File: config.mk
export PLATFORM = sky130hd
export DESIGN_NAME = instr_fetch
export DESIGN_NICKNAME = d
export VERILOG_FILES = /design/src/rtl/instr_fetch.sv
export SDC_FILE = /design/constraint.sdc
export NUM_CORES = 1
export LEC_CHECK = 0
export ABC_AREA = 0
export CAP_MARGIN = 10
export CORE_MARGIN = 3
export CORE_UTILIZATION = 46
export DETAILED_ROUTE_END_ITERATION = 8
export DONT_BUFFER_PORTS = 1
export HOLD_SLACK_MARGIN = 0.1
export PLACE_DENSITY = 0.69
export SYNTH_ARGS = -nofsm -noshare
export SYNTH_HDL_FRONTEND = slang
export SYNTH_SLANG_ARGS = --single-unit
File: constraint.sdc
create_clock -name clk -period 5.5 [get_ports clk]
set_clock_uncertainty 0.05 [all_clocks]
set_input_delay 1.1 -clock clk [delete_from_list [all_inputs] [get_ports clk]]
set_output_delay 1.1 -clock clk [all_outputs]
set_load 0.1 [all_outputs]
File: src/rtl/instr_fetch.sv
// instr_fetch -- single-outstanding-request instruction fetch unit.
//
// Issues one word-aligned read to instruction memory at a time, registers
// the returned word for the decode stage behind a valid/ready handshake,
// and follows branch/jump redirects. A redirect that arrives while a read
// is already committed marks that read's response for discard.
//
// Optional build macro: IFETCH_PERF_EN adds the fetch_count and
// redirect_count performance counter outputs.
//
// Ports:
//   clk, rst_n            clock, asynchronous active-low reset
//   imem_req/imem_addr    read request and word-aligned address
//   imem_gnt              memory accepts the request this cycle
//   imem_rvalid/rdata     read response
//   redirect/redirect_pc  taken branch/jump and its target
//   instr_valid/ready     handshake toward decode
//   instr/instr_pc        fetched word and its address
//   opcode                instr[31:26]
//   fetch_count           (IFETCH_PERF_EN) instructions delivered
//   redirect_count        (IFETCH_PERF_EN) cycles with an active redirect
module instr_fetch #(
    parameter logic [31:0] RESET_PC = 32'h0000_0000
) (
    input  logic        clk,
    input  logic        rst_n,
    output logic        imem_req,
    output logic [31:0] imem_addr,
    input  logic        imem_gnt,
    input  logic        imem_rvalid,
    input  logic [31:0] imem_rdata,
    input  logic        redirect,
    input  logic [31:0] redirect_pc,
    output logic        instr_valid,
    input  logic        instr_ready,
    output logic [31:0] instr,
    output logic [31:0] instr_pc,
    output logic [5:0]  opcode
`ifdef IFETCH_PERF_EN
    ,
    output logic [31:0] fetch_count,
    output logic [31:0] redirect_count
`endif
);

    typedef enum logic [1:0] {
        S_IDLE,
        S_REQ,
        S_WAIT
    } state_t;

    state_t      state, state_nxt;
    logic [31:0] pc, pc_nxt;
    logic        drop, drop_nxt;
    logic        valid_nxt;
    logic        load;
    logic        redir_act;

    assign redir_act = redirect && (state != S_IDLE);
    assign imem_addr = pc;
    assign opcode    = instr[31:26];

    always_comb begin
        state_nxt = state;
        pc_nxt    = pc;
        drop_nxt  = drop;
        load      = 1'b0;
        imem_req  = 1'b0;
        case (state)
            S_IDLE: state_nxt = S_REQ;
            S_REQ: begin
                imem_req = !instr_valid || instr_ready;
                if (imem_req && imem_gnt) begin
                    state_nxt = S_WAIT;
                    // Request already committed to the old pc: discard its data.
                    if (redirect) drop_nxt = 1'b1;
                end
            end
            S_WAIT: begin
                if (imem_rvalid) begin
                    state_nxt = S_REQ;
                    drop_nxt  = 1'b0;
                    // A redirect coinciding with the response consumes it
                    // here, so no drop is left pending for a response that
                    // will never come.
                    if (!drop && !redirect) begin
                        load   = 1'b1;
                        pc_nxt = pc + 32'd4;
                    end
                end else if (redirect) begin
                    drop_nxt = 1'b1;
                end
            end
            default: state_nxt = S_IDLE;
        endcase
        // Redirect target wins over sequential pc+4.
        if (redir_act) pc_nxt = redirect_pc & 32'hFFFF_FFFC;

        if (load)
            valid_nxt = 1'b1;
        else if (redir_act || instr_ready)
            valid_nxt = 1'b0;
        else
            valid_nxt = instr_valid;
    end

    always_ff @(posedge clk or negedge rst_n) begin
        if (!rst_n) begin
            state       <= S_IDLE;
            pc          <= RESET_PC;
            drop        <= 1'b0;
            instr_valid <= 1'b0;
            instr       <= '0;
            instr_pc    <= '0;
        end else begin
            state       <= state_nxt;
            pc          <= pc_nxt;
            drop        <= drop_nxt;
            instr_valid <= valid_nxt;
            if (load) begin
                instr    <= imem_rdata;
                instr_pc <= pc;
            end
        end
    end

`ifdef IFETCH_PERF_EN
    always_ff @(posedge clk or negedge rst_n) begin
        if (!rst_n) begin
            fetch_count    <= '0;
            redirect_count <= '0;
        end else begin
            if (load)      fetch_count    <= fetch_count + 32'd1;
            if (redir_act) redirect_count <= redirect_count + 32'd1;
        end
    end
`endif

endmodule

# Yosys cells after proc, flatten, opt, wreduce, memory -nomap -nowiden
# Index checks and enable logic that the tools add are counted.
[word_totals]
reg_bits = 100
inputBits = 70
output_inout_bits = 104
word_cells = 46
[op_classes]
add_sub_neg = 1
n_eq_ne = 4
n_mux = 17
reduce_logical = 18
[op_table]
columns = ["operator", "count"]
rows = [
  ["two-way mux 32 bit", 4],
  ["adder 32 x 3 -> 32 bit (second input constant)", 1],
  ["nonzero test 2 bit", 6],
  ["two-way mux 1 bit", 9],
  ["case mux 2 bit (3 select lines)", 1],
  ["two-way mux 2 bit", 2],
  ["!= test 2 bit (second input constant)", 2],
  ["AND reduction 2 bit", 2],
  ["logical AND 1 bit", 3],
  ["zero test 1 bit", 3],
  ["AND reduction 3 bit", 1],
  ["== test 2 x 1 -> 1 bit (second input constant)", 1],
  ["== test 2 bit (second input constant)", 1],
  ["zero test 2 bit", 1],
  ["logical OR 1 bit", 2],
  ["case mux 1 bit (2 select lines)", 1],
]

# Logic depth before layout (Yosys ltp)
[logic_depth]
ltp_word = 6
ltp_mapped = 7
depth_no_buf = 5

# Least setup slack after synthesis
# OpenSTA, ideal clock, no wires.
[synth_path]
path_type = "in2out"
start = "input instr_ready"
end = "output imem_req"
t_arrival_ns = 2.591
t_required_ns = 4.350
setup_slack_ns = 1.759
cell_stages = 2
path_buffers = 0
path_cell_list = "nand2b_1 -> nor2b_1"
[synth_via]
elab_chain_cells = 2
[synth_lines]
columns = ["item", "line", "text"]
rows = [
  ["start: declaration", "35", "input logic instr_ready,"],
  ["logical OR 1 bit", "72", "imem_req = !instr_valid || instr_ready;"],
  ["two-way mux 1 bit", "69", "case (state)"],
  ["end: declaration", "27", "output logic imem_req,"],
]
# No other way between the ends.

# Worst setup path in the final report
[layout_path]
start = "register instr_valid"
end = "output imem_req"
[layout_via]
elab_chain_cells = 3
[layout_lines]
columns = ["item", "line", "text"]
rows = [
  ["start: declaration", "34", "output logic instr_valid,"],
  ["start signal: assignment", "119", "instr_valid <= valid_nxt;"],
  ["zero test 1 bit", "72", ""],
  ["logical OR 1 bit", "72", ""],
  ["two-way mux 1 bit", "69", ""],
]
# No other way between the ends.

==> out/results.ini <==
[place]
dp_hpwl_um=6520
port-buffer-count=0
gp_congestion=0.762
dp_slack_ps=2150

[logic_synthesis]
post-synth-top-area-fraction_pct=56.1
ys_warn_count=0
yosys-top-cells-area=dfrtp_1 56%, mux2_2 16%, a31oi_1 2.5%, or4_1 2.3%, nand2_1 2.2%
seq_area_frac_synth_pct=56.1
synth_cells=365
synth_area_mm2=0.00428
syn_area_per_cell_um2=11.7
yosys.area.top_type=dfrtp_1
ys_ff_latch=96
synth_cell_types=35

[grt]
use_met3_pct=5.05
antenna_found_initial=0
track_usage_pct=17.1
top_usage_layer=met2
grt_pass1_wl_um=14000
grt_pass1_vias=2803
gr-total-overflow=0
grtUsageMet1_pct=21.2
use_met2_pct=28.4
grt_max_degree=97

[setup_path]
path_delay_family=simple AND/OR/NAND/NOR gates
cp.required_ps=4350
rr_endpoint=imem_addr[25]
path_cells=nand2b_1 -> nor2b_2
crit_path_top_delay_cell=nor2b_2
crit_path_end=imem_req
critPathArrivalTime_ps=2310
reg2reg_slack_ps=2360
end_kind=output pin
path_depth=2
cp-startpoint=instr_valid
cp_num_buf_inv=0
crit_fanout=3
reg2reg_from=imem_addr[4]
cpPeakStageDelay_ps=890
crit_type=reg2out
r2r_cells=4
critPathLaunchType=register

[sta]
finalMaxSlewViolations=0
hold_violations=0
fin_tns_setup_ps=0
finalCriticalPeriod_ps=3460
worstMarginPinSlew_ps=1130
clock.fmax_ghz=0.289
finalSetupViolCount=0
rsz0062_at_grt=false
fin_ws_ps=2040
fin_crit_sh_pct=62.9
maxSlewHeadroom_pct=24.4

[clock_tree]
tritoncts=yes
cts_resized=0
cts_setup_buffers=0
path_clk_slew_ps=100
clock-sinks=96
postCtsHoldBufs=0
clk_latency_ps=350
htree_levels=3
numCtsBuffers=9
cts_max_path_buffers=2
root_buffer=clkbuf_8

[die]
pin_count=174
die_w_um=102
rows=34
dieHeight_um=102
core_mm2=0.00889
die_area_mm2=0.0105
initial_utilization_pct=48.2

[layout]
nets=427
drive_gt1_share_pct=25.8
num_antenna_cells=0
area_delta_synth_final_pct=6.28
final_common_cell=dfrtp_1
final.fill_count=789
most-common-layout-cells=90 x dfrtp_1, 62 x mux2_2, 25 x nand2_1
multi_input_area_mm2=0.00174
regArea_mm2=0.00241

[drt]
postRouteWirelength_um=9390
detail-route-antenna-nets=0
wire_per_inst_um=20.0
drt_iter0_drc=121
via_per_inst=6.08
vias=2853
firstDrtPassIters=4
drcViolationCount=0

[min_path]
hp-class=in2async

[run]
drv_cap=0

[run_status]
status=finished, final reports clean

[sequential cells by signal, summed over array words and instances (netlist names)]
signal / count
instr: 32
instr_valid: 1
instr_pc: 30
state: 2
drop: 1
imem_addr: 30
[metal layers]
metal	wire, um	up-vias
li1	-	1295
met1	3800	1415
met2	4550	132
met3	933	11
met4	101	0
met5	0	-
[cell type report]
cell class	count	area share, %
Sequential cell	96	53.0
Multi-Input combinational cell	239	38.2
Clock buffer	11	3.11
Tap cell	108	2.97
Clock inverter	5	1.37
Timing Repair Buffer	7	1.15
Inverter	3	0.247
[per-stage QoR]
| stage | utilization, % | area [um2] | hold WS [ps] | cells |
|---|---|---|---|---|
| floorplan | - | 4290 | 439 | 368 |
| global placement | 48.9 | 4350 | 465 | 453 |
| detailed placement | 48.9 | 4350 | 473 | 453 |
| CTS | 51.2 | 4550 | 357 | 469 |
| global route | 51.2 | 4550 | 352 | 469 |
| finish | 51.2 | 4550 | 374 | 469 |
[cell families after synthesis]
group | after synthesis | synth area share (%)
flops | 96 | 56.1
simple gates | 109 | 13.6
xor+xnor | 11 | 2.25
buf+inv | 33 | 3.89
fa+ha+maj | 1 | 0.292
mux | 62 | 16.3
other cells | 1 | 0.0876
compound gates | 52 | 7.51
[how the worst min path moves through the flow]
stage / start / to / cells past startpoint
after detailed placement: drop / drop / 1
after CTS: rst_n / instr[12] / 0
after global routing: rst_n / instr_pc[21] / 0
after floorplan: drop / drop / 1
after global placement: drop / drop / 1
final: rst_n / instr_pc[20] / 0
[synth_stat cells]
library cell and n:
or3_1 7, and4_1 3, nand4bb_1 1, nor3_1 2
a21oi_1 2, nor4_1 3, buf_2 4, xnor2_1 5
o31a_1 1, nand2b_1 4, nor4bb_1 1, o21ai_0 18
o22ai_1 1, mux2_2 62, clkbuf_1 16, nor2_1 21
xor2_1 6, and3_1 2, and2_1 1, a22o_1 1
conb_1 1, a31oi_1 17, inv_1 3, o2bb2ai_1 1
nand4_1 11, nor2b_1 2, dfrtp_1 96, nand2_1 25
o211ai_1 1, buf_4 10, o31ai_1 9, or4_1 13
o21a_1 1, ha_1 1, nand3_1 13
Power is not shown: default switching activity piles up to over one toggle a cycle in this logic, so the estimate is an artifact.
